`src/rtl/cpu_pkg.sv`:
```
// Shared constants and types for the instruction memory and its loader.
// INSTR_LOADER_CHECKSUM_EN adds the CHECK state to the loader state type.
package cpu_pkg;

  localparam int unsigned WORD_W = 20;
  localparam int unsigned DEPTH  = 32;
  localparam int unsigned ADDR_W = $clog2(DEPTH);

  // Instruction field layout
  localparam int unsigned OpcodeLsb = 0;
  localparam int unsigned OpcodeW   = 5;
  localparam int unsigned AddrALsb  = 5;
  localparam int unsigned AddrAW    = 5;
  localparam int unsigned AddrBLsb  = 10;
  localparam int unsigned AddrBW    = 5;
  localparam int unsigned AddrWLsb  = 15;
  localparam int unsigned AddrWW    = 5;

`ifdef INSTR_LOADER_CHECKSUM_EN
  typedef enum logic [2:0] {StIdle, StLoad, StWrite, StCheck, StDone} loader_state_e;
`else
  typedef enum logic [1:0] {StIdle, StLoad, StWrite, StDone} loader_state_e;
`endif

  // Little-endian assembly of three stream bytes; only the low nibble of byte 2 fits.
  function automatic logic [WORD_W-1:0] pack_word(input logic [7:0] b0, input logic [7:0] b1,
                                                  input logic [3:0] b2_lo);
    return {b2_lo, b1, b0};
  endfunction

endpackage

```
`src/rtl/instr_packer.sv`:
```
// Collects three stream bytes into one instruction word and flags a non-zero
// high nibble on the third byte (that nibble is dropped).
module instr_packer
  import cpu_pkg::*;
(
  input  logic              clk_i,
  input  logic              rst_ni,
  input  logic              clear_i,
  input  logic              byte_valid_i,
  input  logic [7:0]        byte_i,
  output logic              word_valid_o,
  output logic [WORD_W-1:0] word_o,
  output logic              fmt_err_o
);

  logic [1:0] byte_cnt_q, byte_cnt_d;
  logic [7:0] b0_q, b0_d;
  logic [7:0] b1_q, b1_d;
  logic       last_byte;

  assign last_byte = (byte_cnt_q == 2'd2);

  // Byte position tracking and capture of the first two bytes
  always_comb begin
    byte_cnt_d = byte_cnt_q;
    b0_d       = b0_q;
    b1_d       = b1_q;
    if (clear_i) begin
      byte_cnt_d = 2'd0;
      b0_d       = 8'h00;
      b1_d       = 8'h00;
    end else if (byte_valid_i) begin
      unique case (byte_cnt_q)
        2'd0: begin
          b0_d       = byte_i;
          byte_cnt_d = 2'd1;
        end
        2'd1: begin
          b1_d       = byte_i;
          byte_cnt_d = 2'd2;
        end
        default: byte_cnt_d = 2'd0;
      endcase
    end
  end

  // Partial word state
  always_ff @(posedge clk_i or negedge rst_ni) begin
    if (!rst_ni) begin
      byte_cnt_q <= 2'd0;
      b0_q       <= 8'h00;
      b1_q       <= 8'h00;
    end else begin
      byte_cnt_q <= byte_cnt_d;
      b0_q       <= b0_d;
      b1_q       <= b1_d;
    end
  end

  // The word completes combinationally in the cycle byte 2 is accepted
  always_comb begin
    word_valid_o = byte_valid_i && last_byte;
    word_o       = pack_word(b0_q, b1_q, byte_i[3:0]);
    fmt_err_o    = word_valid_o && (byte_i[7:4] != 4'h0);
  end

endmodule

```
`src/rtl/instr_loader.sv`:
```
// Instruction memory loader: packs a byte stream into 20-bit words and writes
// them from address 0 upward. Defining INSTR_LOADER_CHECKSUM_EN adds a trailing
// XOR checksum byte that is verified in a CHECK state before completion.
module instr_loader
  import cpu_pkg::*;
(
  input  logic              clk_i,
  input  logic              rst_ni,
  input  logic              start_i,
  input  logic [ADDR_W:0]   count_i,
  input  logic [7:0]        in_data_i,
  input  logic              in_valid_i,
  output logic              in_ready_o,
  output logic              mem_we_o,
  output logic [ADDR_W-1:0] mem_addr_o,
  output logic [WORD_W-1:0] mem_wdata_o,
  output logic              busy_o,
  output logic              done_o,
  output logic              error_o
);

  loader_state_e     state_q, state_d;
  logic [ADDR_W:0]   count_q, count_d;
  logic [ADDR_W-1:0] addr_q, addr_d;
  logic [WORD_W-1:0] wdata_q, wdata_d;
  logic              error_q, error_d;
`ifdef INSTR_LOADER_CHECKSUM_EN
  logic [7:0]        xor_q, xor_d;
`endif

  logic              accept;
  logic              start_acc;
  logic              last_word;
  logic              word_valid;
  logic [WORD_W-1:0] word;
  logic              fmt_err;

  assign accept    = in_valid_i && in_ready_o;
  assign start_acc = (state_q == StIdle) && start_i;
  assign last_word = (({1'b0, addr_q} + (ADDR_W+1)'(1)) == count_q);

  instr_packer u_packer (
    .clk_i        (clk_i),
    .rst_ni       (rst_ni),
    .clear_i      (start_acc),
    .byte_valid_i (accept && (state_q == StLoad)),
    .byte_i       (in_data_i),
    .word_valid_o (word_valid),
    .word_o       (word),
    .fmt_err_o    (fmt_err)
  );

  // FSM state register
  always_ff @(posedge clk_i or negedge rst_ni) begin
    if (!rst_ni) state_q <= StIdle;
    else         state_q <= state_d;
  end

  // FSM next state
  always_comb begin
    state_d = state_q;
    unique case (state_q)
      StIdle:  if (start_i) state_d = StLoad;
      StLoad:  if (word_valid) state_d = StWrite;
`ifdef INSTR_LOADER_CHECKSUM_EN
      StWrite: state_d = last_word ? StCheck : StLoad;
      StCheck: if (accept) state_d = StDone;
`else
      StWrite: state_d = last_word ? StDone : StLoad;
`endif
      StDone:  state_d = StIdle;
      default: state_d = StIdle;
    endcase
  end

  // FSM outputs
  always_comb begin
`ifdef INSTR_LOADER_CHECKSUM_EN
    in_ready_o = (state_q == StLoad) || (state_q == StCheck);
`else
    in_ready_o = (state_q == StLoad);
`endif
    mem_we_o    = (state_q == StWrite);
    mem_addr_o  = addr_q;
    mem_wdata_o = wdata_q;
    busy_o      = (state_q != StIdle);
    done_o      = (state_q == StDone);
    error_o     = error_q;
  end

  // Datapath next state: latched count, write address, word buffer, sticky error
  always_comb begin
    count_d = count_q;
    addr_d  = addr_q;
    wdata_d = wdata_q;
    error_d = error_q;
`ifdef INSTR_LOADER_CHECKSUM_EN
    xor_d   = xor_q;
`endif
    if (start_acc) begin
      // A count of 0 selects a full-memory load
      count_d = (count_i == '0) ? (ADDR_W+1)'(DEPTH) : count_i;
      addr_d  = '0;
      error_d = 1'b0;
`ifdef INSTR_LOADER_CHECKSUM_EN
      xor_d   = 8'h00;
`endif
    end
    if (word_valid) wdata_d = word;
    if (fmt_err) error_d = 1'b1;
    // Wrap to 0 after address 31 is harmless: the FSM leaves WRITE for good
    if (state_q == StWrite) addr_d = addr_q + ADDR_W'(1);
`ifdef INSTR_LOADER_CHECKSUM_EN
    if (accept && (state_q == StLoad)) xor_d = xor_q ^ in_data_i;
    if (accept && (state_q == StCheck) && (in_data_i != xor_q)) error_d = 1'b1;
`endif
  end

  // Datapath registers
  always_ff @(posedge clk_i or negedge rst_ni) begin
    if (!rst_ni) begin
      count_q <= '0;
      addr_q  <= '0;
      wdata_q <= '0;
      error_q <= 1'b0;
`ifdef INSTR_LOADER_CHECKSUM_EN
      xor_q   <= 8'h00;
`endif
    end else begin
      count_q <= count_d;
      addr_q  <= addr_d;
      wdata_q <= wdata_d;
      error_q <= error_d;
`ifdef INSTR_LOADER_CHECKSUM_EN
      xor_q   <= xor_d;
`endif
    end
  end

endmodule
```
`config.mk`:
```
export PLATFORM = sky130hd
export DESIGN_NAME = instr_loader
export DESIGN_NICKNAME = d
export VERILOG_FILES = /design/src/rtl/cpu_pkg.sv /design/src/rtl/instr_packer.sv /design/src/rtl/instr_loader.sv
export SDC_FILE = /design/constraint.sdc
export NUM_CORES = 1
export LEC_CHECK = 0
export CAP_MARGIN = 20
export CORE_MARGIN = 2
export CORE_UTILIZATION = 45
export DETAILED_ROUTE_END_ITERATION = 6
export GPL_TIMING_DRIVEN = 0
export PLACE_DENSITY = 0.75
export SETUP_SLACK_MARGIN = 0.1
export SYNTH_ARGS = -nofsm -noshare
export SYNTH_HDL_FRONTEND = slang
export SYNTH_SLANG_ARGS = --single-unit
```
`constraint.sdc`:
```
create_clock -name clk_i -period 1.9 [get_ports clk_i]
set_clock_uncertainty 0.1 [all_clocks]
set_input_delay 0.285 -clock clk_i [delete_from_list [all_inputs] [get_ports clk_i]]
set_output_delay 0.285 -clock clk_i [all_outputs]
set_load 0.01 [all_outputs]
```
==> run summary, run 1 <==
Post-Place Worst Slack: -0.4384 ns
Die X-Extent: 74.71 um
final-layout fill cell count: 386
Setup crit end kind: flop
Slew @ Worst Pin: 0.6780 ns
largest net degree at the start of global routing: 30
share of the yosys chip area belonging to registers: 0.5784
VDD IR-drop max: 0.0006243 V
Largest stage delay, worst path: 0.45 ns
Worst Path Arrival: 1.90 ns
Worst-Skew Late Latency: 0.31 ns
vias: 1,530
Mapped Nets: 182
DRT antenna net count: 0
Yosys reg bits: 52
synth unique cells: 37
DRC Markers: 0
post-synth top area cell: dfrtp_1
WL per Instance: 15.48 um
sequential cell area: 0.001308 mm^2
share of layout cells above drive strength 1: 0.2882
drt total wl: 4582 um
root buf cell: clkbuf_8
num rows: 25
share of the synthesized area in the top cell type: 0.5784
Congestion Overflow GR: 0
critical-path maximum fanout: 6
initial antenna violation count: 0
Synth area leaders: dfrtp_1 58%, mux2_4 11%, a22o_1 6.2%, mux2_2 4.0%, xnor2_1 1.6%
clock tree buffer depth: 2
Boundary Pins: 48
via-per-instance ratio: 5.169
Slew Limit Fails: 0
post-detail-place hpwl: 3002 um
All-Layer GR Usage: 0.1710
Worst slew margin: 0.5455
Cell Area, Placed: 0.002819 mm^2
CP max-delay cell: dfrtp_2
Die Y: 74.71 um
Min Hold Slack: 0.3911 ns
Netlist Area Pre-Place: 0.002250 mm^2
Antenna Cells: 0
CORE AREA: 0.004786 mm^2
full die area: 0.005581 mm^2
worst reg2reg path startpoint: state_q[1]$_DFFE_PN0P_
area grow syn2layout: 37.71%
Mapped Cells: 163
design area: 0.003098 mm^2
status: finished, final reports clean
post-synthesis area per instance: 13.80 um^2
post-route setup slack: 0.09620 ns
PD cells: 1409 mW/mm^2
initial DRC count: 45
final setup fails: 0
Worst Path Required: 1.99 ns
Critical Path Source: state_q[1]$_DFFE_PN0P_
PortBufs: 47
Fmax: 554.4 MHz
TritonCTS clock tree: yes
leakage: 1.428 nW
RSZ-0062 raised after global routing: yes
number of synthesized flops with an enable pin: 0
nets: 247
vias in the first global route: 1,489
global-route wire length before repair: 7217 um
GP Congestion: 0.8045
total of max-cap violations: 0
critical path's top delay family: simple AND/OR/NAND/NOR gates
TritonCTS Buffers: 5
final core occ: 0.6473
clock sink count: 52
H-tree depth: 2
critical setup path kind: reg2reg
YS warnings: 0
Fin. Hold Viols: 0
Final min period: 1.804 ns
Initial Utilization: 0.4701
Post-synth ARST share: 1.000
Worst setup SP type: flop
Detailed Routing Iterations Pass 1: 4
period utilisation layout: 0.9494
worst hold path class: in2async
Synth Flop Type: dfrtp_1
CTS clock-pin slew for the worst setup and hold paths: 0.10 ns
area of the multi-input gates: 920.9 um^2
WP buf/inv: 2
crit-path cells: nand3b_4, or3b_4, buf_8, clkbuf_16, mux2_4
==> power by group <==
group / internal [mW] / switching [mW] / total, mW / leakage (nW)
Sequential: 1.54 / 0.292 / 1.83 / 0.664
Clock: 0.397 / 0.371 / 0.768 / 0.0548
Combinational: 1.10 / 0.662 / 1.76 / 0.710
Total: 3.04 / 1.33 / 4.37 / 1.43
==> per-layer routing <==
| layer | track usage | part of all wire | vias to the layer above |
|---|---|---|---|
| met4 | 0.04167 | 0.0096 | 0 |
| met5 | 0 | 0 | - |
| met1 | 0.2383 | 0.47 | 766 |
| met2 | 0.2734 | 0.49 | 36 |
| li1 | - | - | 723 |
| met3 | 0.04016 | 0.034 | 5 |
==> logic make-up after synthesis <==
logic type,synth area share
buf+inv,0.02558
flops,0.5784
xor+xnor,0.02725
compound gates,0.1140
fa+ha+maj,0.005561
simple gates,0.09567
mux,0.1535
==> metrics by stage <==
stage	TNS (ns)	power [mW]	cells
global placement	-61.73	3.434	277
detailed placement	-8.976	3.483	278
global route	0	4.631	296
finish	0	4.366	296
floorplan	0	2.796	163
CTS	0	4.317	293
==> cell usage after synthesis, types with 2 or more instances <==
cell / n
dfrtp_1: 52
mux2_4: 17
a22o_1: 16
mux2_2: 8
nor2_1: 7
nand2_1: 6
a21oi_1: 5
o21ai_0: 5
xnor2_1: 4
inv_1: 3
nand3_1: 3
nor2b_1: 3
o22ai_1: 3
xor2_1: 3
and2_1: 2
buf_6: 2
nor3_1: 2
o31ai_1: 2
or2_2: 2
==> flip-flops by register name, summed over array words and instances (netlist names) <==
signal,cells
error_o,1
u_packer.b1_q,8
mem_addr_o,5
mem_wdata_o,20
count_q,6
u_packer.b0_q,8
u_packer.byte_cnt_q,2
state_q,2
==> placed cells by master, fill, tap and decap left out, types with 2 or more instances in the layout <==
master / instances
buf_4: 8
o22ai_1: 3
buf_2: 2
nor3_1: 2
mux2_4: 17
inv_1: 2
o31ai_1: 2
a22o_1: 16
clkdlybuf4s50_1: 41
buf_12: 3
nor2b_1: 3
xor2_1: 3
nand3_1: 2
or2_2: 2
clkbuf_16: 2
o21ai_0: 5
clkbuf_8: 5
mux2_2: 8
xnor2_1: 4
a21oi_1: 5
dfrtp_1: 47
nor2_1: 7
nand2_1: 6
and2_1: 2
clkdlybuf4s15_1: 3
dfrtp_2: 5
==> worst paths after layout <==
kind / slack, ns / endpoint / cells past startpoint
min in group clk_i: 0.41 / mem_wdata_o[15]$_DFFE_PN0P_ / 1
setup reg to reg: 0.1 / mem_wdata_o[9]$_DFFE_PN0P_ / 5
setup / recovery: 0.1 / mem_wdata_o[9]$_DFFE_PN0P_ / 5
hold / removal: 0.39 / mem_wdata_o[17]$_DFFE_PN0P_ / 2
hold reg to reg: 0.41 / mem_wdata_o[15]$_DFFE_PN0P_ / 1
max in group asynchronous: 0.75 / mem_addr_o[2]$_DFFE_PN0P_ / 3
==> area by class of cell <==
cell class	count	share of cell area
Tap cell	67	0.02706
Timing Repair Buffer	59	0.1935
Sequential cell	52	0.4221
Clock buffer	5	0.02221
Clock inverter	3	0.01494
Inverter	3	0.003635
Buffer	4	0.01939
Multi-Input combinational cell	103	0.2973
==> what timing repair did <==
action	4_1_cts	5_1_grt
cloned	0	2
hold buffers	1	0
setup buffers	6	2
endpoints found under the hold margin	23	0
resized for setup	13	14
endpoints found under the setup margin	32	35
pin swaps	1	1
Power figures use the tool's default switching activity.
==> run 2: changes to the inputs <==
CTS_CLUSTER_DIAMETER = 60   (was unset)
==> results of run 2 <==
The final DEF is identical to that of run 1; final timing and power are the same.
==> patch 1, RTL diff (config.mk and constraints of run 1) <==
The option `INSTR_LOADER_CHECKSUM_EN` is turned on by a define.
--- a/src/rtl/cpu_pkg.sv
+++ b/src/rtl/cpu_pkg.sv
@@ -2,2 +2,4 @@
 // INSTR_LOADER_CHECKSUM_EN adds the CHECK state to the loader state type.
+`define INSTR_LOADER_CHECKSUM_EN
+
 package cpu_pkg;
Behaviour: not the same (Yosys sat finds a counterexample within 10 cycles, from zero or initial values and one cycle with rst_ni low).
==> patch 1 against run 1 <==
- the flow now finishes with violations (setup timing)
- critical path depth is 1 lower
- final area is 24% higher
- power is 41% higher
- synthesized area is 25% higher
- setup slack worse by 0.12 ns
- sequential cell count is 9 higher
- first-iteration DRC count grew to 3.0 times the old value
- wire length is 39% higher
- sequential share of layout area is 2.4 points lower
- clock power is 81% higher
- critical path type is now flop to output pin
- critical endpoint is now busy_o
- largest cell class unchanged
- highest routed layer unchanged
==> patch 1: results (changes against run 1) <==
LOGIC SYNTHESIS
------------------------------------------------------------------------------------------
Distinct cell type count of the synthesized netlist                                     40   +8.1%
Syn Area/Cell                                                                     11.0 µm²   -20%
Share of synthesized cell area in full adder, half adder and majority cells        0.00446   -0.00110
Most common flop cell mapped by yosys                                              dfrtp_1
FFs w/ async S/R, synth                                                               1.00   unchanged
Area fraction in compound gates after synthesis                                      0.109   -0.00509
Sequential fraction of the synthesis area                                            0.545   -0.0338
Number of nets in the synthesized netlist                                              274   +51%
Yosys synthesis warning count                                                            0   unchanged
Mux share of post-synthesis cell area                                                0.129   -0.0245
Xor-xnor portion of the synthesized cell area                                       0.0375   +0.0102
Commonest cells in the netlist                                                61 x dfrtp_1, 25 x mux2_2, 19 x nand2_1, 16 x nor2_1
Largest cells by area after synthesis                                         dfrtp_1 54%, mux2_2 10%, mux2i_1 2.9%

CLOCK TREE
------------------------------------------------------------------------------------------
Library cell used as clock root buffer                                            clkbuf_8
Clock-pin slew of the registers on the worst-case setup and hold paths             0.07 ns   -0.03 ns
Clock buffer count from CTS                                                              9   +4
Number of levels the H-tree was split into                                               3   +1
Clock tree buffer depth                                                                  2   unchanged
Source-to-sink clock delay at the later pin of the worst-skew pair                 0.34 ns   +0.03 ns

PLACE
------------------------------------------------------------------------------------------
Number of buffers added on ports                                                        47   unchanged
Dpl cell area                                                                     3380 µm²   +20%
Total placed cells including tap cells                                                 378   +36%
Final estimated routing congestion in global placement                               0.848   +5.4%
Detailed placement HPWL                                                            4.11 mm   +37%

TIMING
------------------------------------------------------------------------------------------
Worst slew margin relative to its limit                                              0.481   -0.0642
Setup slack after layout                                                        -0.0269 ns   -0.123 ns
Setup Total Neg Slack                                                           -0.0269 ns   -0.0269 ns
Final setup violating endpoints                                                          1   +1

FINISH
------------------------------------------------------------------------------------------
Max reg flops                                                                           20   unchanged
Share of final-layout standard cells stronger than drive strength 1                  0.255   -0.0337
Number of standard cells in the final layout excluding fillers                         405   +37%
Diodes inserted                                                                          0   unchanged
Layout net count                                                                       344   +39%

GLOBAL ROUTING
------------------------------------------------------------------------------------------
Pin count of the biggest net entering global routing                                    35   +17%
Wire length of the first global-routing pass                                       10.2 mm   +41%
Overall track demand over capacity in global routing                                 0.186   +0.0154
Antenna violations before repair                                                         0   unchanged
Number of global-route vias before repair                                             2068   +39%

ROUTE
------------------------------------------------------------------------------------------
Via total after detailed routing                                                      2183   +43%
Iteration-0 DRC Markers                                                                134   +200%
Number of detailed-route iterations in the first pass                                    4   unchanged
Routed wire per std cell                                                           15.7 µm   +1.4%

CRITICAL PATH
------------------------------------------------------------------------------------------
CP Data Arrival Time                                                               1.54 ns   -0.36 ns
Maximum fanout along the worst path                                                      4   -2

POWER AND IR DROP
------------------------------------------------------------------------------------------
Leakage                                                                            1.68 nW   +18%
Peak supply drop                                                                  0.804 mV   +29%

RUN STATUS
------------------------------------------------------------------------------------------
Status                                                                        complete, but fails checks
Violated checks                                                               setup timing

WORST HOLD PATH
------------------------------------------------------------------------------------------
Worst min path class                                                          flop to flop

## patch 1: cell types whose count changed after synthesis, sizes merged, moves of 8 or more
cell,before,now
a21o,0,8
a21oi,5,15
a22o,16,0
dfrtp,52,61
mux2i,0,8
nand2,6,19
nand3,3,14
nor2,7,16
o21ai,5,17
## patch 1: area by class of cell
cell class	count	area, µm²
fill	474	2110
multi-input combinational	175	1270
timing repair buffer	60	582
inverter	4	20.0
buffer	14	104
tap	75	93.8
clock buffer	13	179
clock inverter	3	65.1
sequential	61	1530
## patch 1: worst max-delay path, cell delays in order, from the launching register on
cell and delay (ns):
dfrtp_2 0.43, buf_6 0.13, or3_4 0.40, buf_6 0.13, buf_6 0.11
## patch 1: kinds of logic after synthesis
group,count (synthesis)
AOI/OAI and AO/OA,51
adders and majority gates,1
muxes,33
xor gates and xnor gates,12
DFF,61
buffers and inverters,19
and+or+nand+nor,78
## patch 1: path summary, 6_finish.rpt
check	cells after the start	end	from	slack, ns
min in group asynchronous	2	mem_wdata_o[19]$_DFFE_PN0P_	rst_ni	0.47
worst max register to register	5	mem_wdata_o[15]$_DFFE_PN0P_	state_q[1]$_DFFE_PN0P_	0.07
worst min register to register	1	mem_wdata_o[2]$_DFFE_PN0P_	mem_wdata_o[2]$_DFFE_PN0P_	0.40
worst max-delay path	4	busy_o	state_q[1]$_DFFE_PN0P_	-0.03
worst min-delay path	1	mem_wdata_o[2]$_DFFE_PN0P_	mem_wdata_o[2]$_DFFE_PN0P_	0.40
max in group asynchronous	3	mem_addr_o[1]$_DFFE_PN0P_	rst_ni	0.59
## patch 1: power breakdown
group / internal [W] / switching, W / total (W)
Combinational: 0.00141 / 0.00111 / 0.00252
Sequential: 0.00186 / 0.000389 / 0.00224
Clock: 0.000880 / 0.000508 / 0.00139
## patch 1: repair_timing
action,4_1_cts,5_1_grt
endpoints found under the setup margin,38,57
hold buffers,1,0
pin swaps,1,4
setup buffers,5,5
cloned,1,0
endpoints found under the hold margin,33,0
resized for setup,32,23
## patch 1: layer usage
metal / global-route usage / share of wire
met1: 0.251 / 0.46
met2: 0.289 / 0.48
met3: 0.0378 / 0.040
met4: 0.0909 / 0.021
met5: 0 / 0
## patch 1: per-stage QoR
stage	total power (W)	hold WS, ns	setup slack (ns)
final	0.00616	0.404	-0.0269
after global routing	0.00653	0.422	-0.0628
after CTS	0.00597	0.408	-0.0368
after detailed placement	0.00441	0.309	-0.399
after global placement	0.00433	0.382	-1.72
after floorplan	0.00354	-0.111	0.127
==> patch 2, RTL diff (flow settings as in run 1) <==
Without the edit above. Take the reset off `wdata_q` and load it in a clocked block of its own.
--- a/src/rtl/instr_loader.sv
+++ b/src/rtl/instr_loader.sv
@@ -123,3 +123,2 @@
       addr_q  <= '0;
-      wdata_q <= '0;
       error_q <= 1'b0;
@@ -131,3 +130,2 @@
       addr_q  <= addr_d;
-      wdata_q <= wdata_d;
       error_q <= error_d;
@@ -139,2 +137,6 @@
 
+  always_ff @(posedge clk_i) begin
+    wdata_q <= wdata_d;
+  end
+
 endmodule
Behaviour: differs if rst_ni is asserted again (counterexample within 10 cycles, from zero or initial values and one cycle with rst_ni low); with rst_ni held inactive, the same outputs for 10 cycles.
==> patch 2 against run 1 <==
- sequential cell count unchanged
- synthesized area down 5.8%
- final area down 8.9%
- core utilization down 1.2 points
- setup slack better by 0.070 ns
- count of clock-buffer cells in the layout unchanged
- wire length down 11%
- power down 21%
- maximum frequency up 4.0%
- critical path type unchanged
- largest power group unchanged
==> patch 2: results (changes against run 1) <==
RUN STATUS
------------------------------------------------------------------------------------------
Status                                                                        finished clean

TIMING
------------------------------------------------------------------------------------------
Setup slack after layout                                                          0.166 ns   +0.0699 ns
Worst slew margin relative to its limit                                              0.515   -0.0303
Worst hold slack                                                                  0.345 ns   -0.0463 ns

ROUTE
------------------------------------------------------------------------------------------
Total length of routed wires                                                       4.08 mm   -11%
Via total after detailed routing                                                      1500   -2.0%
Iteration-0 DRC Markers                                                                114   +150%
Number of detailed-route iterations in the first pass                                    5   +1

CRITICAL PATH
------------------------------------------------------------------------------------------
Maximum cell stage delay along the critical path                                   0.47 ns   +0.02 ns
CP Data Arrival Time                                                               1.81 ns   -0.09 ns
FF-to-FF End                                                                  state_q[1]$_DFFE_PN0P_
Maximum fanout along the worst path                                                      7   +1
Worst reg2reg startpoint                                                      mem_addr_o[1]$_DFFE_PN0P_

POWER AND IR DROP
------------------------------------------------------------------------------------------
Switch Pwr                                                                       0.00111 W   -16%
Peak supply drop                                                                  0.556 mV   -11%

LOGIC SYNTHESIS
------------------------------------------------------------------------------------------
Number of synthesized flops with an enable pin                                          20   +20
Number of nets in the synthesized netlist                                              190   +4.4%
Syn Inst Count                                                                         171   +4.9%
Mux share of post-synthesis cell area                                               0.0714   -0.0821
Area fraction in compound gates after synthesis                                     0.0649   -0.0491
Distinct cell type count of the synthesized netlist                                     35   -5.4%
Share of synthesized cell area in full adder, half adder and majority cells        0.00590   +0.000341
Sequential fraction of the synthesis area                                            0.661   +0.0827
Commonest cells in the netlist                                                32 x dfrtp_1, 20 x edfxtp_1, 19 x nand2_1, 15 x nor2_1, 10 x a21oi_1
FFs w/ async S/R, synth                                                              0.615   -0.385
Xor-xnor portion of the synthesized cell area                                       0.0366   +0.00935

PLACE
------------------------------------------------------------------------------------------
Pre-CTS setup slack                                                              -0.371 ns   +0.0672 ns
Final estimated routing congestion in global placement                               0.822   +2.2%
Dpl cell area                                                                     2650 µm²   -6.0%
Total placed cells including tap cells                                                 270   -2.9%
Detailed placement HPWL                                                            2.76 mm   -8.2%

WORST HOLD PATH
------------------------------------------------------------------------------------------
Worst min-delay path endpoint                                                 mem_wdata_o[3]$_DFFE_PP_
Worst hold path startpoint                                                    u_packer.b0_q[3]$_DFFE_PN0P_
Worst min path class                                                          flop to flop

GLOBAL ROUTING
------------------------------------------------------------------------------------------
Overall track demand over capacity in global routing                                 0.162   -0.00869
Number of global-route vias before repair                                             1429   -4.0%
Wire length of the first global-routing pass                                       6.50 mm   -9.9%
Pin count of the biggest net entering global routing                                    33   +10%

FINISH
------------------------------------------------------------------------------------------
Layout net count                                                                       249   +0.81%
Share of final-layout standard cells stronger than drive strength 1                  0.165   -0.124

-- patch 2: cell types whose count changed after synthesis, moves of 3 or more --
cell / change
a21oi_1: +5
a22o_1: -16
dfrtp_1: -20
edfxtp_1: +20
mux2_2: -3
mux2_4: -16
mux2i_1: +8
nand2_1: +13
nand3_1: +6
nor2_1: +8
o21ai_0: +3
xnor2_1: -3
xor2_1: +3
-- patch 2: layout make-up --
class | instances | area [µm²]
plain buffers | 7 | 38.8
clock buffers | 5 | 68.8
clock inverters | 3 | 13.8
fillers | 382 | 1620
inverters | 5 | 25.0
multi-input cells | 107 | 702
flip-flops and latches | 52 | 1410
well taps | 52 | 65.1
repair buffers | 49 | 482
repair inverters | 3 | 22.5
-- patch 2: power by group through the flow --
stage | logic [W] | registers (W) | clock network, W
3_5_place_dp | 0.00108 | 0.00173 | 0
5_1_grt | 0.00126 | 0.00177 | 0.000642
6_report | 0.00112 | 0.00173 | 0.000582
4_1_cts | 0.00109 | 0.00171 | 0.000605
2_1_floorplan | 0.000699 | 0.00172 | 0
3_3_place_gp | 0.00105 | 0.00172 | 0
-- patch 2: repair_timing --
item                       in CTS  in global routing
resized for setup              14                  7
hold endpoints to repair       32                  0
setup buffers                   0                  1
gates cloned                    1                  2
setup endpoints to repair      25                 28
hold buffers                    1                  0
-- patch 2: metal layers --
metal / GRT usage / part of all wire / wire length [µm] / vias up
met2: 0.282 / 0.54 / 2190 / 46
met4: 0.0617 / 0.012 / 47 / 0
met3: 0.0331 / 0.051 / 208 / 5
li1: - / - / - / 715
met1: 0.200 / 0.40 / 1630 / 734
met5: 0 / 0 / 0 / -
